--- config.mk ---
export PLATFORM = sky130hd
export DESIGN_NAME = gun_hv_latch
export DESIGN_NICKNAME = d
export VERILOG_FILES = /design/src/rtl/gun_pkg.sv /design/src/rtl/gun_sync.sv /design/src/rtl/gun_hv_latch.sv
export SDC_FILE = /design/constraint.sdc
export NUM_CORES = 1
export LEC_CHECK = 0
export CORE_ASPECT_RATIO = 0.75
export CORE_MARGIN = 4
export CORE_UTILIZATION = 35
export DETAILED_ROUTE_END_ITERATION = 7
export GPL_TIMING_DRIVEN = 0
export MAX_ROUTING_LAYER = met4
export PLACE_DENSITY = 0.67
export SYNTH_ARGS = -nofsm -noshare
export SYNTH_HDL_FRONTEND = slang
export SYNTH_HIERARCHICAL = 1
export SYNTH_SLANG_ARGS = --single-unit
export TNS_END_PERCENT = 5
--- constraint.sdc ---
create_clock -name i_clk -period 1.93 [get_ports i_clk]
set_input_delay 0.2895 -clock i_clk [delete_from_list [all_inputs] [get_ports i_clk]]
set_output_delay 0.2895 -clock i_clk [all_outputs]
set_load 0.02 [all_outputs]
--- src/rtl/gun_pkg.sv ---
// Shared types and constants for the light-gun H/V position latch.
package gun_pkg;

    localparam int FILTER_LEN_DEFAULT = 3;

    typedef enum logic [1:0] {
        IDLE = 2'd0,
        ARM  = 2'd1,
        QUAL = 2'd2,
        HELD = 2'd3
    } gun_state_t;

endpackage

--- src/rtl/gun_sync.sv ---
// Two-flop synchronizer bringing the asynchronous gun sensor into the clock domain.
module gun_sync (
    input  logic i_clk,
    input  logic i_reset,
    input  logic i_async,
    output logic o_sync
);

    logic r_meta;
    logic r_sync;

    always_ff @(posedge i_clk) begin
        if (i_reset) begin
            r_meta <= 1'b0;
            r_sync <= 1'b0;
        end else begin
            r_meta <= i_async;
            r_sync <= r_meta;
        end
    end

    assign o_sync = r_sync;

endmodule

--- src/rtl/gun_hv_latch.sv ---
// Light-gun H/V position latch: one latch per frame, sticky flag cleared by status read.
// Define GUN_LATCH_FILTER_EN to require FILTER_LEN consecutive lit samples before committing.
module gun_hv_latch
    import gun_pkg::*;
#(
    parameter int FILTER_LEN = FILTER_LEN_DEFAULT
) (
    input  logic       i_clk,
    input  logic       i_reset,
    input  logic       i_ce_pix,
    input  logic [9:0] i_hcnt,
    input  logic [8:0] i_vcnt,
    input  logic       i_vblank,
    input  logic       i_exlten,
    input  logic       i_sensor,
    input  logic       i_rd_stb,
    output logic [9:0] o_latch_h,
    output logic [8:0] o_latch_v,
    output logic       o_exltfg,
    output logic       o_overrun,
    output logic       o_latch_irq
);

    if (FILTER_LEN < 1 || FILTER_LEN > 15) begin : g_badFilterLen
        $error("gun_hv_latch: FILTER_LEN must be within 1..15");
    end

    gun_state_t r_state;
    gun_state_t w_nextState;

    logic       w_sensor;
    logic       r_sensPrev;
    logic       r_vblankPrev;
    logic       w_edge;
    logic       w_vblankRise;
    logic       w_commit;
    logic [9:0] w_commitH;
    logic [8:0] w_commitV;

    logic [9:0] r_latchH;
    logic [8:0] r_latchV;
    logic       r_exltfg;
    logic       r_overrun;
    logic       r_irq;

`ifdef GUN_LATCH_FILTER_EN
    localparam logic [3:0] FILTER_LEN_C = 4'(FILTER_LEN);

    logic [3:0] r_qualCount;
    logic [3:0] w_nextCount;
    logic [9:0] r_candH;
    logic [8:0] r_candV;
    logic       w_capture;
`endif

    gun_sync u_sync (
        .i_clk   (i_clk),
        .i_reset (i_reset),
        .i_async (i_sensor),
        .o_sync  (w_sensor)
    );

    assign w_edge       = i_ce_pix & w_sensor & ~r_sensPrev;
    assign w_vblankRise = i_vblank & ~r_vblankPrev;

    always_ff @(posedge i_clk) begin
        if (i_reset) begin
            r_state <= IDLE;
        end else begin
            r_state <= w_nextState;
        end
    end

    always_comb begin
        w_nextState = r_state;
        w_commit    = 1'b0;
        w_commitH   = i_hcnt;
        w_commitV   = i_vcnt;
`ifdef GUN_LATCH_FILTER_EN
        w_nextCount = r_qualCount;
        w_capture   = 1'b0;
`endif
        case (r_state)
            IDLE: begin
                if (i_exlten) w_nextState = ARM;
            end
            ARM: begin
                if (w_edge) begin
`ifdef GUN_LATCH_FILTER_EN
                    if (FILTER_LEN_C == 4'd1) begin
                        w_commit    = 1'b1;
                        w_nextState = HELD;
                    end else begin
                        w_capture   = 1'b1;
                        w_nextCount = 4'd1;
                        w_nextState = QUAL;
                    end
`else
                    w_commit    = 1'b1;
                    w_nextState = HELD;
`endif
                end
            end
`ifdef GUN_LATCH_FILTER_EN
            // Latched position is where the light first appeared, not where it qualified.
            QUAL: begin
                if (i_ce_pix) begin
                    if (!w_sensor) begin
                        w_nextState = ARM;
                    end else if (r_qualCount + 4'd1 == FILTER_LEN_C) begin
                        w_commit    = 1'b1;
                        w_commitH   = r_candH;
                        w_commitV   = r_candV;
                        w_nextState = HELD;
                    end else begin
                        w_nextCount = r_qualCount + 4'd1;
                    end
                end
            end
`endif
            HELD: begin
                if (w_vblankRise) w_nextState = ARM;
            end
            default: w_nextState = IDLE;
        endcase
        if (!i_exlten) begin
            w_nextState = IDLE;
            w_commit    = 1'b0;
`ifdef GUN_LATCH_FILTER_EN
            w_capture   = 1'b0;
`endif
        end
    end

    // A read landing on the same cycle as a commit acknowledges the older latch only.
    always_ff @(posedge i_clk) begin
        if (i_reset) begin
            r_sensPrev   <= 1'b0;
            r_vblankPrev <= 1'b0;
            r_latchH     <= '0;
            r_latchV     <= '0;
            r_exltfg     <= 1'b0;
            r_overrun    <= 1'b0;
            r_irq        <= 1'b0;
`ifdef GUN_LATCH_FILTER_EN
            r_qualCount  <= '0;
            r_candH      <= '0;
            r_candV      <= '0;
`endif
        end else begin
            r_vblankPrev <= i_vblank;
            r_irq        <= w_commit;
            if (i_ce_pix) r_sensPrev <= w_sensor;
`ifdef GUN_LATCH_FILTER_EN
            r_qualCount <= w_nextCount;
            if (w_capture) begin
                r_candH <= i_hcnt;
                r_candV <= i_vcnt;
            end
`endif
            if (w_commit) begin
                r_latchH  <= w_commitH;
                r_latchV  <= w_commitV;
                r_exltfg  <= 1'b1;
                r_overrun <= ~i_rd_stb & (r_exltfg | r_overrun);
            end else if (i_rd_stb) begin
                r_exltfg  <= 1'b0;
                r_overrun <= 1'b0;
            end
        end
    end

    assign o_latch_h   = r_latchH;
    assign o_latch_v   = r_latchV;
    assign o_exltfg    = r_exltfg;
    assign o_overrun   = r_overrun;
    assign o_latch_irq = r_irq;

endmodule

======== Word level (Yosys, flattened, before mapping) ========
Index checks and enable logic that the tools add are counted.
word-level totals
  flip-flop bits (word level) ............. 28
  bits of input ports ..................... 26
  output and inout bits ................... 22
  logic and storage cells ................. 36
cells by class
  equality and inequality tests ........... 4
  mux-type cells .......................... 9
  bitwise operators ....................... 9
  reductions and logical operators ........ 4
operator list
  operator            number
  $mux 1              6
  $pmux 2 s3          1
  $and 1x1->1         4
  $mux 2              2
  $ne 2x2->1 const B  2
  $not 1->1           4
  $eq 2x1->1 const B  1
  $eq 2x2->1 const B  1
  $logic_not 2->1     1
  $reduce_and 2->1    1
  $reduce_bool 2->1   1
  $reduce_or 2->1     1
  $or 1x1->1          1

======== Depth between registers and ports, before layout ========
  word-level depth ........................ 6
  mapped depth ............................ 5
  gate-level depth less buffers ........... 3

======== Hierarchy ========
The synthesis kept the hierarchy.
by module, submodules not included
  module        times used  cells each  area each (um^2)  sequential area each (um^2)
  gun_hv_latch  1           108         1114.8            520.5
  gun_sync      1           4           52.6              40.0

======== Worst setup path after synthesis ========
OpenSTA, ideal clock, no wires.
  path type ............................... register to register
  start point ............................. reg r_state[0]
  end point ............................... reg r_latchH[0], in the netlist o_latch_h[0]
  setup time .............................. 0.072 ns
  data arrival time ....................... 1.041 ns
  data required time ...................... 1.858 ns
  slack ................................... 0.817 ns
  cell stages (with the launch flop) ...... 6
  buffers on the path ..................... 2
  clock period less this slack ............ 1.113 ns
  cells stage by stage .................... dfxtp_1 nand4_2 nor3_2 buf_6 buf_12 mux2i_1
between the ends
  cells in the longest elaborated chain, start to end .. 3
RTL lines
  element                   line                 RTL
  start: declaration        gun_hv_latch.sv:28   gun_state_t r_state;
  start signal: assignment  gun_hv_latch.sv:70   r_state <= w_nextState;
  $eq 2x1->1                gun_hv_latch.sv:83   case (r_state)
  $mux 1                    gun_hv_latch.sv:83
  $mux 1                    gun_hv_latch.sv:126  if (!i_exlten) begin
  end signal: assignment    gun_hv_latch.sv:162  r_latchH <= w_commitH;
  end: declaration          gun_hv_latch.sv:40   logic [9:0] r_latchH;
No other way between the ends.
A chain may end at the register's enable or synchronous reset.

======== Final worst setup path ========
  start point ............................. reg r_latchH[8], in the netlist o_latch_h[8]
  end point ............................... out o_latch_h[8]
RTL lines
  element           line                RTL
  end: declaration  gun_hv_latch.sv:17  output logic [9:0] o_latch_h,
No word-level cell between the ends.

==> run metrics <==
outcome finished clean; syn_area_per_cell 10.4 um^2; wire length per cell 12.8 um; largest net degree at the start of global routing 16; main combinational cell family by area after synthesis simple AND/OR/NAND/NOR gates; Max-Cap Viols 0; area delta synth->final 49.1%; row count 17; width of the die 74.7 um; vias in the first global route 921; fraction of layout cells with a size suffix above 1 4.91%; Residual DRC 0; synthesized flop and latch total 28; gp weighted congestion 0.695; final instance area 1740 um^2; P_leak 0.600 nW; Internal Power 0.836 mW; initial core utilization 38.1%; Slew Limit Headroom 74.5%; HPWL after DPL 2010 um; GRT Total Usage 13.3%; via count 897; mux contribution to synthesized area 17.1%; CP bufs+invs 1; Cell Area, Placed 1690 um^2; Slowest-stage cell, CP clkdlybuf4s50_1; ys flop type dfxtp_1; Max Slew Vio Count 0; synthesized instance count 112; CTS max path bufs 2; initial antenna violation count 0; adder-cell share of the synthesized area 0%; CTS root buf clkbuf_8; vias per cell 4.46; leading post-synthesis cells by cell area dfxtp_1 48%, nand2b_1 21%, mux2i_1 17%, buf_12 1.7%, clkbuf_1 1.6%; top post-synthesis cells by count 39 x nand2b_1, 28 x dfxtp_1, 20 x mux2i_1, 5 x clkbuf_1; clock share of power 33.6%; WP data arrival 1.24 ns; # IOs 48; Post-synth EDFFs 0; VDD IR max 332 uV; critical path peak fanout 2; Netlist cell types 17; first-pass GRT wire length 4310 um; CTS H-Tree Depth 1; core area 3060 um^2; NetSw 0.204 mW; Cell Area, Synth 1170 um^2; number of synthesis warnings 6; CP Cell Sequence clkdlybuf4s50_1; 1st-pass router iterations 4; full die area 4330 um^2; final hold violations 0; crit end category primary output; Critical Path RT 1.64 ns; Final #Nets 190; total power per unit cell area 598 nW/um^2; skew final 0.00329 ns; Clock Pin Slew Worst Setup and Hold Paths 0.09 ns; TritonCTS sink count 28; count leader, synth nand2b_1; register area share after synthesis 48.0%; Worst-Skew Late Latency 0.27 ns; CP peak stage delay 0.62 ns; Async SR Flop Fraction 0%; Synth Area in XOR/XNOR 0%; filler cell count 290; Post-CTS Setup Inserts 0; switching share of total power 19.6%; DIE HEIGHT 58.0 um; Post-DRT Antenna Nets 0; Final Cycle Share 79.4%; WS Path Type flop to primary output; Setup crit start kind flop; RSZ-0062 raised after global routing no; Synth Area in Simple Gates 27.0%; Syn Nets 138; top cell family by delay on the critical path buffers and inverters; antenna cell count 0; routed wire length 2580 um; CTS tree done; total CTS buffers 3; hold_buf cts 0; TNS Setup 0 ns; cts repair resizes 0; sequential power share 56.5%; Worst Tran Pin Value 0.383 ns; post-synthesis compound-gate area fraction 2.57%; Overflow after GRT 0; leading area contributor after synthesis dfxtp_1; Pwr Total 1.04 mW; fmax 653 MHz; top cell type's share of synthesized area 48.0%; # setup viols final 0; Port Buf Inserts 47; DRT iter0 DRCs 41; min Tclk post-route 1.53 ns; Comb pwr share 9.9%; HP Class flop to flop
[cells by family (layout without fill, tap and decap cells)]
group,Yosys count,count (layout)
AO/OA/AOI/OAI,4,4
buffers and inverters,10,61
flip-flops,28,28
multiplexers,20,20
AND/OR/NAND/NOR,50,50
[metal layers]
metal | vias to the layer above | track usage (%) | share of wire (%)
met1 | 407 | 17.1 | 47
met4 | 0 | 3.05 | 0.43
li1 | 464 | - | -
met2 | 24 | 20.8 | 47
met5 | - | - | 0
met3 | 2 | 3.64 | 5.3
[metrics by stage]
stage,setup slack [ns],instances,hold WS [ns],util [%]
detailed placement,0.120,197,0.424,55.0
global route,0.293,201,0.472,56.8
global placement,0.167,197,0.423,55.0
floorplan,0.817,112,0.361,-
CTS,0.380,201,0.447,56.8
finish,0.397,201,0.445,56.8
[area by class of cell]
cell class	count	area, um^2	area share (%)
multi-input cells	74	546	31.3
repair buffers	47	470	27.0
flip-flops and latches	28	561	32.2
inverters	3	11.3	0.647
plain buffers	7	50.0	2.88
clock buffers	4	55.1	3.16
well taps	38	47.5	2.73
[power by group through the flow]
stage	logic, mW	clock network [mW]	registers (mW)
floorplan	0.0373	0	0.602
global placement	0.103	0	0.601
detailed placement	0.105	0	0.601
CTS	0.105	0.373	0.587
global route	0.113	0.394	0.589
finish	0.103	0.350	0.587
[cell usage in the layout (no fill, tap or decap), types with 2 or more instances in the layout]
| cell | n |
|---|---|
| nor2_1 | 3 |
| mux2i_1 | 20 |
| inv_1 | 3 |
| clkdlybuf4s50_1 | 47 |
| clkbuf_1 | 5 |
| a21oi_1 | 2 |
| nand2b_1 | 39 |
| nor2b_1 | 3 |
| dfxtp_1 | 28 |
| clkbuf_8 | 4 |
[path summary, 6_finish.rpt]
check	startpoint	end	slack, ns	cells past startpoint
max	o_latch_h[8]$_SDFFE_PP0P_	o_latch_h[8]	0.40	1
min	u_sync/r_meta$_SDFF_PP0_	u_sync/o_sync$_SDFF_PP0_	0.44	1
max reg2reg	r_state[0]$_SDFFE_PP0P_	o_latch_h[2]$_SDFFE_PP0P_	0.67	5
min reg2reg	u_sync/r_meta$_SDFF_PP0_	u_sync/o_sync$_SDFF_PP0_	0.44	1
[flip-flops by register name, summed over array words and instances (netlist names)]
signal         cells
o_exltfg           1
o_latch_h         10
o_latch_irq        1
o_latch_v          9
o_overrun          1
r_sensPrev         1
r_state            2
r_vblankPrev       1
u_sync/o_sync      1
u_sync/r_meta      1
Note: power is estimated with default switching activity, not from simulation.
